### config.mk
export PLATFORM = sky130hd
export DESIGN_NAME = mips_trace_buffer
export DESIGN_NICKNAME = d
export VERILOG_FILES = /design/src/rtl/mips_trace_pkg.sv /design/src/rtl/trace_ram.sv /design/src/rtl/mips_trace_buffer.sv
export SDC_FILE = /design/constraint.sdc
export NUM_CORES = 2
export LEC_CHECK = 0
export BUFFER_PORTS_ARGS = -buffer_cell sky130_fd_sc_hd__buf_2
export CORE_ASPECT_RATIO = 1.4
export CORE_MARGIN = 2
export CORE_UTILIZATION = 55
export CTS_CLUSTER_DIAMETER = 30
export DETAILED_ROUTE_END_ITERATION = 16
export MAX_ROUTING_LAYER = met4
export PLACE_DENSITY_LB_ADDON = 0.3
export SLEW_MARGIN = 20
export SYNTH_ARGS = -nofsm -noshare
export SYNTH_HDL_FRONTEND = slang
export SYNTH_HIERARCHICAL = 1
export SYNTH_SLANG_ARGS = --single-unit
### constraint.sdc
create_clock -name clk -period 12.7 [get_ports clk]
set_input_delay 0.635 -clock clk [delete_from_list [all_inputs] [get_ports clk]]
set_output_delay 0.635 -clock clk [all_outputs]
set_load 0.005 [all_outputs]
### src/rtl/mips_trace_pkg.sv
// Shared types and default configuration for the MIPS datapath trace buffer.
// Contents: capture state enum and default parameter constants.
package mips_trace_pkg;

   localparam int unsigned DEF_WIDTH     = 32;
   localparam int unsigned DEF_CHANNELS  = 4;
   localparam int unsigned DEF_DEPTH     = 16;
   localparam int unsigned DEF_POST_TRIG = 8;

   // Capture sequencer states
   typedef enum logic [1:0] {
      ST_IDLE = 2'd0,
      ST_PRE  = 2'd1,
      ST_POST = 2'd2,
      ST_DONE = 2'd3
   } trace_state_e;

endpackage : mips_trace_pkg

### src/rtl/trace_ram.sv
// Sample storage for the trace buffer: DEPTH x DW, one synchronous write port,
// one combinational read port. Contents are not reset.
// Ports:
//   clk        - clock
//   wr_en_i    - write strobe
//   wr_addr_i  - write address
//   wr_data_i  - write data
//   rd_addr_i  - read address
//   rd_data_o  - read data (combinational from rd_addr_i)
module trace_ram #(
   parameter int unsigned DEPTH = 16,
   parameter int unsigned DW    = 128
) (
   input  logic                     clk,
   input  logic                     wr_en_i,
   input  logic [$clog2(DEPTH)-1:0] wr_addr_i,
   input  logic [DW-1:0]            wr_data_i,
   input  logic [$clog2(DEPTH)-1:0] rd_addr_i,
   output logic [DW-1:0]            rd_data_o
);

   logic [DW-1:0] mem_q [DEPTH];

   // Write port
   always_ff @(posedge clk) begin
      if (wr_en_i) begin
         mem_q[wr_addr_i] <= wr_data_i;
      end
   end

   // Asynchronous read port
   assign rd_data_o = mem_q[rd_addr_i];

endmodule : trace_ram

### src/rtl/mips_trace_buffer.sv
// Pre/post-trigger trace buffer for observing MIPS datapath buses.
// Captures CHANNELS x WIDTH samples into a circular buffer while armed, keeps
// POST_TRIG samples after the trigger, then drains oldest-first over a
// valid/ready readout port.
// Optional feature: define TRACE_CHANGE_ONLY_EN to store a sample only when it
// differs from the last stored one (the first sample and the trigger sample are
// always stored).
// Ports:
//   clk, rst_n  - clock, async active-low reset
//   ch_data     - sampled buses, channel k at [k*WIDTH +: WIDTH]
//   arm         - start pre-trigger capture (IDLE only)
//   trig        - trigger event (PRE only)
//   rd_ready    - readout consumer ready
//   rd_valid    - rd_data holds a stored sample
//   rd_data     - readout sample, zero when rd_valid is low
//   rd_last     - current rd_data is the final entry
//   busy        - capture in progress (PRE or POST)
//   count       - entries held, saturating at DEPTH
module mips_trace_buffer
   import mips_trace_pkg::*;
#(
   parameter int unsigned WIDTH     = DEF_WIDTH,
   parameter int unsigned CHANNELS  = DEF_CHANNELS,
   parameter int unsigned DEPTH     = DEF_DEPTH,
   parameter int unsigned POST_TRIG = DEF_POST_TRIG
) (
   input  logic                      clk,
   input  logic                      rst_n,
   input  logic [CHANNELS*WIDTH-1:0] ch_data,
   input  logic                      arm,
   input  logic                      trig,
   input  logic                      rd_ready,
   output logic                      rd_valid,
   output logic [CHANNELS*WIDTH-1:0] rd_data,
   output logic                      rd_last,
   output logic                      busy,
   output logic [$clog2(DEPTH):0]    count
);

   localparam int unsigned AW = $clog2(DEPTH);
   localparam int unsigned CW = AW + 1;
   localparam int unsigned DW = CHANNELS * WIDTH;

   trace_state_e  state_q, state_d;
   logic [AW-1:0] wptr_q, wptr_d;
   logic [CW-1:0] count_q, count_d;
   logic [AW-1:0] post_q, post_d;

   logic          capture_c;
   logic          store_c;
   logic          wr_en_c;
   logic          hs_c;
   logic [AW-1:0] rd_addr_c;
   logic [DW-1:0] ram_rdata;

   assign capture_c = (state_q == ST_PRE) || (state_q == ST_POST);
   assign hs_c      = (state_q == ST_DONE) && (count_q != '0) && rd_ready;

`ifdef TRACE_CHANGE_ONLY_EN
   logic [DW-1:0] last_q;

   // Store on first sample, on any change, and always on the trigger cycle
   assign store_c = (count_q == '0) || (ch_data != last_q) ||
                    ((state_q == ST_PRE) && trig);

   // Copy of the most recently stored sample
   always_ff @(posedge clk or negedge rst_n) begin
      if (!rst_n) begin
         last_q <= '0;
      end else if (wr_en_c) begin
         last_q <= ch_data;
      end
   end
`else
   assign store_c = 1'b1;
`endif

   assign wr_en_c = capture_c && store_c;

   // Oldest entry sits count entries behind the write pointer; a full buffer
   // (count == DEPTH) wraps to the write pointer itself.
   assign rd_addr_c = wptr_q - count_q[AW-1:0];

   // State register
   always_ff @(posedge clk or negedge rst_n) begin
      if (!rst_n) begin
         state_q <= ST_IDLE;
      end else begin
         state_q <= state_d;
      end
   end

   // Next-state logic
   always_comb begin
      state_d = state_q;
      unique case (state_q)
         ST_IDLE: begin
            if (arm) state_d = ST_PRE;
         end
         ST_PRE: begin
            if (trig) state_d = (POST_TRIG == 0) ? ST_DONE : ST_POST;
         end
         ST_POST: begin
            if (post_q == AW'(1)) state_d = ST_DONE;
         end
         ST_DONE: begin
            if (count_q == '0) begin
               state_d = ST_IDLE;
            end else if (hs_c && (count_q == CW'(1))) begin
               state_d = ST_IDLE;
            end
         end
         default: state_d = ST_IDLE;
      endcase
   end

   // Datapath next-state: write pointer, fill count, post-trigger countdown
   always_comb begin
      wptr_d  = wptr_q;
      count_d = count_q;
      post_d  = post_q;

      if ((state_q == ST_IDLE) && arm) begin
         wptr_d  = '0;
         count_d = '0;
      end

      if (wr_en_c) begin
         wptr_d = wptr_q + AW'(1);
         if (count_q != CW'(DEPTH)) count_d = count_q + CW'(1);
      end

      // Countdown runs on clock cycles, independent of whether a sample is stored
      if ((state_q == ST_PRE) && trig) begin
         post_d = AW'(POST_TRIG);
      end else if (state_q == ST_POST) begin
         post_d = post_q - AW'(1);
      end

      if (hs_c) count_d = count_q - CW'(1);
   end

   // Datapath registers
   always_ff @(posedge clk or negedge rst_n) begin
      if (!rst_n) begin
         wptr_q  <= '0;
         count_q <= '0;
         post_q  <= '0;
      end else begin
         wptr_q  <= wptr_d;
         count_q <= count_d;
         post_q  <= post_d;
      end
   end

   // Outputs decoded from registered state only, so reset clears them at once
   always_comb begin
      busy     = capture_c;
      rd_valid = (state_q == ST_DONE) && (count_q != '0);
      rd_last  = rd_valid && (count_q == CW'(1));
      rd_data  = rd_valid ? ram_rdata : '0;
   end

   assign count = count_q;

   trace_ram #(
      .DEPTH (DEPTH),
      .DW    (DW)
   ) u_ram (
      .clk       (clk),
      .wr_en_i   (wr_en_c),
      .wr_addr_i (wptr_q),
      .wr_data_i (ch_data),
      .rd_addr_i (rd_addr_c),
      .rd_data_o (ram_rdata)
   );

endmodule : mips_trace_buffer

* After elaboration in Yosys (flattened, before gate mapping) *
Memories as Yosys holds them, arrays and structs flattened.
Index checks and enable logic that the tools add are counted.

cells by class
  add/subtract/negate cells = 5
  equal/unequal tests = 10
  muxes and demuxes = 17
  reduce and logical (&&, ||, !) cells = 13

operator list
  kind                                                    number
  2-to-1 mux 128 bit                                      1
  2-to-1 mux 5 bit                                        4
  2-to-1 mux 4 bit                                        4
  2-to-1 mux 2 bit                                        5
  case mux 2 bit (4 select lines)                         1
  logical AND 1 bit                                       6
  adder 5 x 1 -> 5 bit (second input constant)            1
  equality test 5 x 1 -> 1 bit (second input constant)    1
  logical NOT 5 bit                                       1
  inequality test 5 bit (second input constant)           1
  nonzero test 5 bit                                      1
  subtractor 5 x 1 -> 5 bit (second input constant)       1
  adder 4 x 1 -> 4 bit (second input constant)            1
  equality test 2 bit (second input constant)             2
  equality test 4 x 1 -> 1 bit (second input constant)    1
  inequality test 2 bit (second input constant)           2
  AND reduction 4 bit                                     1
  nonzero test 2 bit                                      2
  subtractor 4 x 1 -> 4 bit (second input constant)       1
  subtractor 4 bit                                        1
  inequality test 3 x 1 -> 1 bit (second input constant)  1
  equality test 2 x 1 -> 1 bit (second input constant)    1
  logical NOT 2 bit                                       1
  2-to-1 mux 1 bit                                        2
  other kinds (2)                                         2

storage, ports and cells
  register bits = 15
  RAM bits = 2048
  word-level logic and storage cells = 50
  memories = 1

memory list
  memory       words  bits a word  read ports  clocked after Yosys merged registers in  wr ports  RTL line         RTL
  u_ram.mem_q  16     128          1           0                                        1         trace_ram.sv:22  logic [DW-1:0] mem_q [DEPTH];

* Logic depth before layout (Yosys ltp) *
  word-level depth = 7
  mapped depth = 13

* By module *
Netlist, hierarchy kept.

modules (own cells, without submodules)
  module             instances  cells an instance  area each (µm²)  seq. area each (µm²)
  trace_ram          1          3229               76882.5          61499.0
  mips_trace_buffer  1          282                2070.7           375.4

* Worst setup path after synthesis *
No wires, ideal clock.

  path type = register -> register
  start = reg state_q[0]
  end = mem u_ram.mem_q[0][0], enable pin
  library setup time = 0.772 ns
  arrival time = 9.986 ns
  data required time = 11.928 ns
  path slack = 1.942 ns
  stages on the path, launching flop included = 5
  path buffers = 0
  clock period less this slack = 10.758 ns
  cell sequence = dfrtp_1 -> inv_1 -> ha_1 -> or3b_2 -> nor3_1

on the way
  longest elaborated chain between the ends = 4
  elaborated cells between the ends (all ways) = 5
  those cells by class = eq/ne: 2; mux: 2; reduce/logical: 1

RTL lines
  element                                                              RTL line                 RTL
  start, declared                                                      mips_trace_buffer.sv:44  trace_state_e state_q, state_d;
  start signal, assigned                                               mips_trace_buffer.sv:89  state_q <= state_d;
  equality test 2 x 1 -> 1 bit or equality test 2 bit (tied branches)  mips_trace_buffer.sv:56  assign capture_c = (state_q == ST_PRE) || (state_q == ST_POST);
  logical OR 1 bit *                                                   mips_trace_buffer.sv:56
  named net busy                                                       mips_trace_buffer.sv:36  output logic busy,
  2-to-1 mux 1 bit *                                                   trace_ram.sv:26          if (wr_en_i) begin
  2-to-1 mux 1 bit (implied by the code) *                             trace_ram.sv:27          mem_q[wr_addr_i] <= wr_data_i;
  end, declared                                                        trace_ram.sv:22

The timed path passes the listed nets; every way through them passes the cells marked *.

* Worst setup path in the final report *
  start = reg wptr_q[0]
  end = out rd_data[108]

on the way
  longest elaborated chain between the ends = 3

RTL lines
  element                   RTL line                  RTL
  start, declared           mips_trace_buffer.sv:45   logic [AW-1:0] wptr_q, wptr_d;
  start signal, assigned    mips_trace_buffer.sv:150  wptr_q <= wptr_d;
  subtractor 4 bit          mips_trace_buffer.sv:82   assign rd_addr_c = wptr_q - count_q[AW-1:0];
  named net rd_addr_c[1]    mips_trace_buffer.sv:53   logic [AW-1:0] rd_addr_c;
  memory (16 x 128 bit)     -
  named net ram_rdata[108]  mips_trace_buffer.sv:54   logic [DW-1:0] ram_rdata;
  2-to-1 mux 128 bit        mips_trace_buffer.sv:161  rd_data = rd_valid ? ram_rdata : '0;
  end, declared             mips_trace_buffer.sv:34   output logic [CHANNELS*WIDTH-1:0] rd_data,

The timed path passes the listed nets, and every way through them passes these cells.

==> results.toml <==
[run_status]
status = "complete, no violations"

[synthesis]
synth_edf_count = 2048
synthXorXnorAreaFrac = 0.0007765
ys_ff_latch = 2063
synth_fa_ha_area_frac = 0.002631
synthSimpleGateAreaFrac = 0.02219
synth_ff_type = "edfxtp_1"
synth_nets = 3660
synth_top_family_by_area = "multiplexers"
yosys_warnings = 6
synth.distinct_cells = 45
syn_area_mm2 = 0.07895
netlist_instances = 3511
muxShareOfSynthArea = 0.1494
async_flop_share = 0.007271
seq_area_frac_synth = 0.7837
synth_compound_area_frac = 0.02813
syn_area_per_cell_um2 = 22.49

[global_routing]
grt_usage = 0.2629
grt_pass1_vias = 39860
grt_max_degree = 129
grt.overflow.total = 0
grt_antenna_before_repair = 54
grt_pass1_wl_um = 268900

[critical_path]
crit_fanout = 65
max_stage_delay_ps = 1390
crit_path_end_kind = "output pin"
arrival_ps = 6070
start_kind = "flip-flop"
critical_path_class = "reg -> out"
path_buf_inv = 5
cp.depth = 11
path_cells = "inv_1 > ha_1 > inv_1 > fa_4 > buf_4 > buf_4 > mux4_2 > a22oi_1 > nand2_1 > and3_1 > buf_2"
rr_worst_depth = 7
cp.required_ps = 12060
critical_path.top_delay_family = "buffers and inverters"
crit_slowest_cell = "fa_4"

[clock_tree]
post-cts-setup-buffers = 0
clk_latency_ps = 890
clk_path_buf_depth = 4
root_buffer = "clkbuf_16"
path_clk_slew_ps = 50
htreeDepth = 5
cts_tree = "yes"
cts.sinks = 2063
cts-buffers-inserted = 295

[timing]
skew_ps = 42.20
max_slew.worst_pin.slew_ps = 1124
finalCriticalPeriod_ps = 6710
final_hold_viol_count = 0
setup_violations = 0
setup-tns-final_ps = 0
max_slew_margin = 0.2510
fmax_mhz = 149.0
rsz0062_at_grt = "false"
period_share = 0.5283
report.final.slew_viol_count = 0

[worst_hold_path]
holdPathStages = 1
min_path_type = "in -> reg"

[placed_design]
port_buffers = 268
place.detailed.hpwl_um = 88370
gp_congestion = 0.7596

[layout]
layout_commonest_cell = "edfxtp_1"
area_growth_pct = 17.11
regArea_mm2 = 0.06187
nFillCells = 9044
multi_input_comb_area_mm2 = 0.01622
fin_nets = 4095
drive_above_1_share = 0.3331
layout_common_cells = "2048 x edfxtp_1, 477 x mux4_2, 301 x clkbuf_16, 268 x buf_2, 216 x a22oi_1"

[floorplan]
die_w_um = 324.2
pin_count = 269
die_height_um = 452.3
die_area_mm2 = 0.1466
rows = 164
start_util = 0.5536
core-area_mm2 = 0.1426

[routing]
wl_per_cell_um = 30.07
drc_errors = 0
final_antenna_net_count = 0
vias = 38700
wl_um = 183800
drtIter0Drc = 4204
firstDrtPassIters = 5
viasPerCell = 6.332

[run]
drv_cap = 0
## per-stage QoR
stage	area, um2	hold slack, ps	std cells	worst slack (ps)	utilization
final	92460	80.10	6111	5990	0.6483
after global routing	92450	72.84	6106	5754	0.6482
after CTS	92310	37.88	6071	5927	0.6473
after detailed placement	82550	524.6	5553	6892	0.5789
after global placement	82550	508.9	5553	6950	0.5789
after floorplan	78950	339.4	3511	1942	-
## worst paths after layout
check                      slack (ps)                  end         from
setup / recovery                 5990         rd_data[108]    wptr_q[0]
hold / removal                     80   u_ram/mem_q[3][39]  ch_data[39]
setup reg to reg                 8060  u_ram/mem_q[12][94]   state_q[0]
hold reg to reg                   540            post_q[3]    post_q[3]
max in group asynchronous       12210             count[1]        rst_n
min in group asynchronous         200             count[2]        rst_n
## logic make-up (layout without fill, tap and decap cells)
group           after synthesis  count (layout)
flops                      2063            2063
mux                         574             574
simple gates                330             330
compound gates              299             299
buf+inv                     222             875
fa+ha+maj                    16              16
xor+xnor                      7               7
other cells                   0              38
## flip-flops by register name, indices dropped and copies added (netlist names)
register	cells
count	5
post_q	4
wptr_q	4
state_q	2
u_ram/mem_q	2048
## synth_stat cells, types with 2 or more instances
cell type / count / area share
nor3_1: 6 / 0.00038
xor2_1: 3 / 0.00033
nor2b_1: 29 / 0.0023
o21ai_0: 24 / 0.0015
edfxtp_1: 2048 / 0.78
a221oi_1: 12 / 0.0013
a21o_1: 2 / 0.00019
nand4_1: 2 / 0.00016
ha_1: 15 / 0.0024
nand3_1: 5 / 0.00032
mux2i_1: 31 / 0.0039
nor2_1: 19 / 0.00090
a31oi_1: 3 / 0.00024
nand3b_1: 2 / 0.00019
nand2b_1: 17 / 0.0013
dfrtp_1: 15 / 0.0048
mux2_2: 66 / 0.0094
o221ai_1: 23 / 0.0026
and3_1: 130 / 0.010
xnor2_1: 4 / 0.00044
buf_2: 88 / 0.0056
mux4_2: 477 / 0.14
inv_1: 13 / 0.00062
buf_1: 8 / 0.00038
buf_6: 8 / 0.0011
and2_1: 5 / 0.00040
buf_4: 10 / 0.00095
a22oi_1: 216 / 0.021
a21oi_1: 7 / 0.00044
nand2_1: 108 / 0.0051
clkbuf_1: 95 / 0.0045
nor3b_1: 2 / 0.00019
o22a_1: 6 / 0.00067
## layout make-up
cell class,instances,share of cell area
Sequential cell,2063,0.6692
Multi-Input combinational cell,1226,0.1755
Clock buffer,323,0.08236
Tap cell,1909,0.02583
Clock inverter,192,0.02284
Timing Repair Buffer,347,0.02265
Antenna cell,38,0.001028
Inverter,13,0.0006090
## what timing repair did
item | in CTS | in global routing
hold endpoints to repair | 20 | 0
hold buffers | 3 | 0
gates resized for setup | 0 | 0
## routing by layer
layer  track usage  share of wire
met1        0.3546           0.38
met2        0.4085           0.50
met3       0.06330          0.099
met4       0.06850          0.019
met5             -              0
Power is not shown: default switching activity piles up to over one toggle a cycle in this logic, so the estimate is an artifact.
